File: src/rtl/vc_test_delay_arb_pkg.sv
//------------------------------------------------------------------------------
// Module   : vc_test_delay_arb_pkg
// Brief    : Shared types and constants for the delayed round-robin arbiter.
// Revision : 1.0 - initial release
//------------------------------------------------------------------------------
`default_nettype none
`timescale 1ns/1ps

package vc_test_delay_arb_pkg;

  // Arbiter FSM: wait for a request, hold off a random time, then offer it
  typedef enum logic [1:0] {
    IDLE  = 2'd0,
    DELAY = 2'd1,
    SEND  = 2'd2
  } state_t;

  // Galois feedback mask for the 32-bit hold-off LFSR
  localparam logic [31:0] c_lfsr_poly    = 32'h8020_0003;

  // Default LFSR reset value; must be nonzero or the LFSR locks up
  localparam logic [31:0] c_default_seed = 32'h0000_0001;

endpackage

`default_nettype wire

File: src/rtl/vc_lfsr32.sv
//------------------------------------------------------------------------------
// Module   : vc_lfsr32
// Brief    : 32-bit right-shifting Galois LFSR, reloaded with seed on reset.
// Revision : 1.0 - initial release
//------------------------------------------------------------------------------
`default_nettype none
`timescale 1ns/1ps

module vc_lfsr32
  import vc_test_delay_arb_pkg::*;
(
  input  logic        clk,
  input  logic        reset_n,
  input  logic [31:0] seed,
  output logic [31:0] q
);

  logic [31:0] r_q;
  logic [31:0] w_next;

  // Shift right; when a one falls out, fold the polynomial back in
  always_comb begin
    w_next = r_q[0] ? ((r_q >> 1) ^ c_lfsr_poly) : (r_q >> 1);
  end

  // Advance every cycle out of reset
  always_ff @(posedge clk or negedge reset_n) begin
    if (!reset_n) r_q <= seed;
    else          r_q <= w_next;
  end

  assign q = r_q;

endmodule

`default_nettype wire

File: src/rtl/vc_test_delay_arb.sv
//------------------------------------------------------------------------------
// Module   : vc_test_delay_arb
// Brief    : Round-robin arbiter that inserts a random hold-off before
//            offering each granted message on a shared valid/ready output.
// Revision : 1.0 - initial release
//------------------------------------------------------------------------------
`default_nettype none
`timescale 1ns/1ps

module vc_test_delay_arb
  import vc_test_delay_arb_pkg::*;
#(
  parameter int          p_msg_nbits = 32,
  parameter int          p_num_reqs  = 4,
  parameter logic [31:0] p_seed      = c_default_seed
)(
  input  logic                            clk,
  input  logic                            reset_n,
  input  logic [31:0]                     max_delay,
  input  logic [p_num_reqs-1:0]           in_val,
  output logic [p_num_reqs-1:0]           in_rdy,
  input  logic [p_num_reqs*p_msg_nbits-1:0] in_msg,
  output logic                            out_val,
  input  logic                            out_rdy,
  output logic [p_msg_nbits-1:0]          out_msg,
  output logic [$clog2(p_num_reqs)-1:0]   out_grant,
  output logic [31:0]                     xfer_count
);

  localparam int c_idx_nbits = $clog2(p_num_reqs);

  state_t                 r_state;
  logic [c_idx_nbits-1:0] r_ptr;
  logic [c_idx_nbits-1:0] r_grant;
  logic [31:0]            r_cnt;
  logic [31:0]            r_xfer_count;

  logic [31:0]            w_lfsr;
  logic [c_idx_nbits-1:0] w_pick;
  logic [31:0]            w_holdoff;
  logic                   w_grant_val;
  logic                   w_send;

  // First set request at or above ptr, wrapping; walking downward lets the
  // nearest one overwrite the farther ones
  function automatic logic [c_idx_nbits-1:0] rr_pick(
    input logic [p_num_reqs-1:0]  val,
    input logic [c_idx_nbits-1:0] ptr
  );
    logic [c_idx_nbits-1:0] idx;
    rr_pick = ptr;
    for (int i = p_num_reqs - 1; i >= 0; i--) begin
      idx = ptr + c_idx_nbits'(i);
      if (val[idx]) rr_pick = idx;
    end
  endfunction

  vc_lfsr32 u_lfsr (
    .clk     (clk),
    .reset_n (reset_n),
    .seed    (p_seed),
    .q       (w_lfsr)
  );

  // Winner and hold-off for a pick made this cycle
  always_comb begin
    w_pick    = rr_pick(in_val, r_ptr);
    w_holdoff = (max_delay == 32'd0) ? 32'd0 : (w_lfsr % max_delay);
  end

  // Output handshake is only live in SEND; the granted requester sees out_rdy
  always_comb begin
    w_grant_val = in_val[r_grant];
    w_send      = (r_state == SEND);
    out_val     = w_send & w_grant_val;
    out_msg     = out_val ? in_msg[r_grant*p_msg_nbits +: p_msg_nbits] : '0;
    out_grant   = out_val ? r_grant : '0;
    in_rdy      = '0;
    if (w_send) in_rdy[r_grant] = out_rdy;
  end

  // Arbiter FSM: pick, count down the hold-off, offer, advance the pointer
  always_ff @(posedge clk or negedge reset_n) begin
    if (!reset_n) begin
      r_state      <= IDLE;
      r_ptr        <= '0;
      r_grant      <= '0;
      r_cnt        <= '0;
      r_xfer_count <= '0;
    end else begin
      case (r_state)
        IDLE: begin
          if (|in_val) begin
            r_grant <= w_pick;
            r_cnt   <= w_holdoff;
            r_state <= (w_holdoff == 32'd0) ? SEND : DELAY;
          end
        end
        DELAY: begin
          if (!w_grant_val) begin
            r_state <= IDLE;
          end else begin
            r_cnt <= r_cnt - 32'd1;
            if (r_cnt == 32'd1) r_state <= SEND;
          end
        end
        SEND: begin
          if (!w_grant_val) begin
            r_state <= IDLE;
          end else if (out_rdy) begin
            r_state      <= IDLE;
            r_ptr        <= r_grant + 1'b1;
            r_xfer_count <= r_xfer_count + 32'd1;
          end
        end
        default: r_state <= IDLE;
      endcase
    end
  end

  assign xfer_count = r_xfer_count;

  // Control inputs and handshake outputs must be known once out of reset
  a_no_x : assert property (@(posedge clk) disable iff (!reset_n)
    !$isunknown({max_delay, in_val, out_rdy, out_val, in_rdy}));

endmodule

`default_nettype wire

File: config.mk
export PLATFORM = sky130hd
export DESIGN_NAME = vc_test_delay_arb
export DESIGN_NICKNAME = d
export VERILOG_FILES = /design/src/rtl/vc_test_delay_arb_pkg.sv /design/src/rtl/vc_lfsr32.sv /design/src/rtl/vc_test_delay_arb.sv
export SDC_FILE = /design/constraint.sdc
export NUM_CORES = 2
export LEC_CHECK = 0
export BUFFER_PORTS_ARGS = -buffer_cell sky130_fd_sc_hd__buf_2
export CAP_MARGIN = 10
export CORE_MARGIN = 4
export CORE_UTILIZATION = 30
export DETAILED_ROUTE_END_ITERATION = 7
export SLEW_MARGIN = 30
export SYNTH_ARGS = -nofsm -noshare
export SYNTH_HDL_FRONTEND = slang
export SYNTH_SLANG_ARGS = --single-unit
File: constraint.sdc
create_clock -name clk -period 177.3 [get_ports clk]
set_clock_uncertainty 0.05 [all_clocks]
set_input_delay 35.46 -clock clk [delete_from_list [all_inputs] [get_ports clk]]
set_output_delay 35.46 -clock clk [all_outputs]
set_load 0.05 [all_outputs]
* Word level (Yosys, flattened, before mapping) *
Cells that the tools add are included.

storage, ports and cells
  register bits = 102
  input port bits = 167
  output and inout port bits = 71
  word-level logic and storage cells = 71

cells by class
  add/subtract/negate cells = 6
  divide/modulo/power cells = 1
  magnitude comparators = 6
  equality and inequality tests = 7
  shift operators = 1
  muxes and demuxes = 31
  bitwise operators = 3
  reductions and logical operators = 10

operators with widths
  cell                                                                    count
  32-bit 2-to-1 mux                                                       5
  128-bit by 8-bit indexed part select with 32-bit output                 1
  32-bit logical NOT                                                      2
  32-bit one-hot mux with 2 select lines                                  1
  32-bit by 1-bit adder with 32-bit output, second input constant         1
  32-bit by 1-bit equality test with 1-bit output, second input constant  1
  32-bit by 32-bit remainder unit with 32-bit output                      1
  32-bit by 1-bit subtractor with 32-bit output, second input constant    1
  2-bit 2-to-1 mux                                                        11
  2-bit by 3-bit < comparator with 1-bit output, second input constant    5
  1-bit binary-select mux with 2-bit select                               5
  3-bit AND reduction                                                     3
  1-bit 2-to-1 mux                                                        6
  3-bit inequality test, second input constant                            2
  2-bit one-hot mux with 3 select lines                                   1
  2-bit by 1-bit adder with 2-bit output, second input constant           2
  2-bit adder, second input constant                                      2
  4-bit bitwise AND                                                       1
  4-bit 2-to-1 mux                                                        1
  2-bit inequality test, second input constant                            2
  3-bit NOT with 4-bit output                                             1
  4-bit OR reduction                                                      1
  1-bit demux with 2-bit select                                           1
  2-bit by 1-bit equality test with 1-bit output, second input constant   1
  7 further kinds                                                         7

* Longest topological paths before layout *
  word-level depth = 7
  depth in mapped cells = 326
  mapped depth without buffers = 303

* Worst setup path before layout *
OpenSTA, ideal clock, no wires.

  kind = input port to flip-flop
  from = in max_delay[24]
  to = reg r_state[0]
  library setup time = 0.124 ns
  arrival = 101.956 ns
  required time = 177.126 ns
  slack = 75.170 ns
  stages on the path = 294
  path through = buf_6 > nor4_4 > and4_1 > buf_2 > and4_1 > clkbuf_1 > a21oi_1 > a21oi_1 > ha_1 > nor2b_1 > o21ai_0 > nor3_1 > a211oi_1 > a21o_1 > ha_1 > a21oi_1 > nand2_1 > nand4_1 > [... 258 more ...] > o21ai_0 > ha_1 > a211oi_1 > o21ai_0 > a211oi_1 > o31ai_1 > a21oi_1 > clkbuf_1 > o21ai_0 > a221oi_1 > o211ai_1 > a2111oi_0 > nand4b_1 > nor3b_2 > o2111a_1 > nand4b_1 > nand4bb_1 > o2bb2ai_1

on the way
  cells in the longest elaborated chain, start to end = 6
  elaborated cells on any way between the ends = 7
  those cells by class = 1 x div; 4 x mux; 2 x reduce/logical

RTL lines
  what                                                                                      RTL line                 source
  start: declaration                                                                        vc_test_delay_arb.sv:19  input logic [31:0] max_delay,
  32-bit by 32-bit remainder unit with 32-bit output or 32-bit logical NOT (tied branches)  vc_test_delay_arb.sv:68  w_holdoff = (max_delay == 32'd0) ? 32'd0 : (w_lfsr % max_delay);
  32-bit 2-to-1 mux *                                                                       vc_test_delay_arb.sv:68
  32-bit logical NOT *                                                                      vc_test_delay_arb.sv:96  r_state <= (w_holdoff == 32'd0) ? SEND : DELAY;
  2-bit 2-to-1 mux *                                                                        vc_test_delay_arb.sv:96
  2-bit 2-to-1 mux *                                                                        vc_test_delay_arb.sv:93  if (|in_val) begin
  2-bit one-hot mux with 3 select lines *                                                   vc_test_delay_arb.sv:91  case (r_state)
  end signal: assignment                                                                    vc_test_delay_arb.sv:96
  end: declaration                                                                          vc_test_delay_arb.sv:32  state_t r_state;

Every way passes the cells marked *; elsewhere a longest branch is shown, timed or not. The select of a mux whose other input is x is not followed.
A chain may end at the register's enable or synchronous reset.

* Worst setup path in the final report *
  from = in max_delay[31]
  to = reg r_state[0]

The elaborated chain is that of the path after synthesis.

==> impl_metrics.py <==
metrics = {
    "synthesis": {
        "synth_edf_count": 0,
        "ys_types": 114,
        "yosysWarnings": 0,
        "syn-cell-area_um2": 38230,
        "yosys_register_bits": 102,
        "synth-seq-area-share_pct": 6.680,
        "synth_nets": 6187,
        "synthFlopType": "dfrtp_1",
        "synthCells": 5482,
        "synth_area_leaders": "ha_1, dfrtp_1, nand2_1",
        "synthArstFlopShare_pct": 100.0,
        "synth_top_area_cell": "ha_1",
        "avgSynthCellArea_um2": 6.974,
        "yosysTopAreaCellShare_pct": 17.57,
    },
    "timing": {
        "setup_slack_ns": 56.73,
        "hold_violations": 0,
        "drv_slew": 0,
        "grt_setup_unrepaired": "no",
        "fmax_mhz": 8.294,
        "hold-worst-slack_ns": 0.3902,
        "period_needed_ns": 120.57,
        "setup_viol": 0,
        "post-route-period-util_pct": 68.00,
        "tightestPinTransition_ns": 1.167,
        "relSlewSlack_pct": 21.46,
        "finalSetupTns_ns": 0,
    },
    "pwr": {
        "p_sw_w": 0.00006909,
        "p_comb_share_pct": 60.9,
        "internal-power_w": 0.00006173,
        "power.density_nw_per_um2": 3.127,
        "switching_share_pct": 52.80,
        "seqPwrFrac_pct": 21.6,
        "p_leak_nw": 20.33,
        "vdd_ir_drop_max_uv": 5.559,
        "p_clk_share_pct": 17.4,
    },
    "critical_path": {
        "crit_cells": 280,
        "worstSetupEndpointType": "flip-flop",
        "crit_buf_inv": 17,
        "cp-start-kind": "primary input",
        "critPathTopFamily": "compound AO/OA/AOI/OAI gates",
        "ff2ff_path_depth": 277,
        "required_ns": 177.54,
        "criticalPathCategory": "in -> reg",
        "critPathArrivalTime_ns": 120.81,
        "cpMostUsedCell": "ha_1",
        "cpPeakStageDelay_ns": 1.00,
        "cpMaxStageDelayCell": "nor4_1",
        "worstPathMaxFanout": 41,
    },
    "die": {
        "initial_core_util_pct": 30.33,
        "io_pins": 238,
        "die_area_um2": 133200,
        "die_h_um": 365.0,
        "die_w_um": 365.0,
        "rows": 130,
        "coreArea_um2": 126100,
    },
    "clocking": {
        "cts.hold.buffers_added": 0,
        "clkLatencyLatePin_ns": 0.41,
        "cts-root-buf": "clkbuf_16",
        "cts_setup_buffers": 0,
        "cts_buffer_depth": 2,
        "cts_buffers": 9,
        "htree_levels": 3,
        "post_cts_resized": 0,
        "cts.clk_slew.worst_paths_ns": 0.09,
        "cts_tree": "built",
        "cts_sinks": 102,
    },
    "global_route": {
        "grt_max_degree": 52,
        "grt_antenna_before_repair": 8,
        "track_usage_pct": 26.86,
        "grt_pass1_wl_um": 273800,
        "grt_pass1_vias": 41960,
        "overflow": 0,
    },
    "placed_design": {
        "portBuffers": 237,
        "dp_slack_ns": 59.24,
        "place_hpwl_um": 149600,
        "dpl-instance-area_um2": 41510,
        "globalplace.congestion": 1.046,
    },
    "min_path": {
        "hold_depth": 0,
        "min_path_type": "reg -> reg",
    },
    "layout": {
        "fin_nets": 6341,
        "drive_gt1_share_pct": 10.07,
        "final_area_um2": 41850,
        "regArea_um2": 2555,
        "fill_cells": 13670,
        "final_util_pct": 33.20,
        "multi_input_area_um2": 34350,
        "layout-area-overhead-vs-synth_pct": 9.455,
    },
    "job": {
        "maxCapViolations": 0,
    },
    "outcome": {
        "outcome": "complete, no violations",
    },
    "route": {
        "wl_per_cell_um": 25.91,
        "wirelength_um": 189000,
        "vias": 45620,
        "dr.pass1.iters": 8,
        "viasPerCell": 6.253,
        "drc_errors": 0,
        "ant_nets": 0,
        "drt_iter0_drc": 5331,
    },
}
==> cells by family (layout without fill, tap and decap cells) <==
family	Yosys count	count (layout)	share of synthesized area (%)
other cells	0	5	0
flops	102	102	6.680
fa+ha+maj	538	538	17.63
compound gates	1887	1887	32.89
buf+inv	377	536	3.790
simple gates	2062	2062	25.65
mux	102	102	3.885
xor+xnor	414	414	9.484
==> worst reg2reg max path, delay by kind of cell (launching register included) <==
family                   cells  cell delay [ns]
multiplexers                 4             1.24
adder cells (fa/ha/maj)     32            10.25
AO/OA/AOI/OAI              153            49.60
buffers and inverters       16             3.70
flip-flops                   1             0.47
AND/OR/NAND/NOR             72            18.78
==> routing by layer <==
metal	vias to the layer above	share of wire (%)	GRT usage, %
li1	20950	-	-
met1	21810	43	36.73
met2	2434	43	41.93
met3	429	9.6	4.500
met4	6	4.7	10.81
met5	-	0.017	0
==> final cells by class <==
type | instances | share of cell area, %
Antenna cell | 5 | 0.02990
Clock buffer | 9 | 0.5382
Clock inverter | 7 | 0.1943
Inverter | 201 | 1.803
Multi-Input combinational cell | 5003 | 82.09
Sequential cell | 102 | 6.106
Tap cell | 1650 | 4.933
Timing Repair Buffer | 319 | 4.306
==> synthesized netlist by cell type (all sizes together) (20+ instances only) <==
library cell  instances
nor3                170
nor2b                36
nor4                 46
o21ai               374
o21bai               61
xnor2               256
a2111oi              20
mux2                 35
o21a                124
a21oi               472
or3                  71
a22oi                22
clkbuf              134
nor2                558
nand3               159
a31o                 26
a211o                24
a21o                164
mux2i                34
o31a                 21
ha                  537
nand2               633
inv                 201
or2                  47
o211ai               73
o31ai                51
a31oi                84
and3                 61
nand2b               38
nand4                80
mux4                 33
and2                 71
a211oi               71
xor2                158
a21boi               30
buf                  42
dfrtp               101
o22ai                24
or4                  21
==> placed cells by master, fill, tap and decap left out, drive strengths merged, types with 80 or more instances in the layout <==
cell type / synthesis / final
a21o: 164 / 164
a21oi: 472 / 472
a31oi: 84 / 84
buf: 42 / 319
dfrtp: 101 / 101
ha: 537 / 537
inv: 201 / 202
nand2: 633 / 633
nand3: 159 / 159
nand4: 80 / 80
nor2: 558 / 558
nor3: 170 / 170
o21a: 124 / 124
o21ai: 374 / 374
xnor2: 256 / 256
xor2: 158 / 158
==> registers in the layout, indices dropped and copies added (netlist names) <==
name        flops
r_state         2
r_ptr           2
xfer_count     32
r_cnt          32
r_grant         2
u_lfsr.q       32
==> through the flow <==
stage / cells / power [W]
detailed placement: 7275 / 0.0001072
global route: 7294 / 0.0001380
CTS: 7291 / 0.0001305
global placement: 7274 / 0.0001069
floorplan: 5482 / 0.00008444
finish: 7296 / 0.0001308
==> power by group through the flow <==
stage	Combinational, W	Sequential [W]	Clock [W]
2_1_floorplan	0.0000547	0.0000298	0
3_3_place_gp	0.0000783	0.0000286	0
3_5_place_dp	0.0000785	0.0000287	0
4_1_cts	0.0000788	0.0000282	0.0000235
5_1_grt	0.0000850	0.0000287	0.0000242
6_report	0.0000797	0.0000283	0.0000228
==> final timing paths <==
check | from | to | slack, ns
max | max_delay[31] | r_state[0] | 56.73
min | u_lfsr.q[7] | u_lfsr.q[6] | 0.39
max reg2reg | u_lfsr.q[31] | r_state[0] | 93.18
min reg2reg | u_lfsr.q[7] | u_lfsr.q[6] | 0.39
max in group asynchronous | reset_n | r_grant[0] | 140.65
min in group asynchronous | reset_n | u_lfsr.q[18] | 34.78
Note: power is estimated with default switching activity, not from simulation.
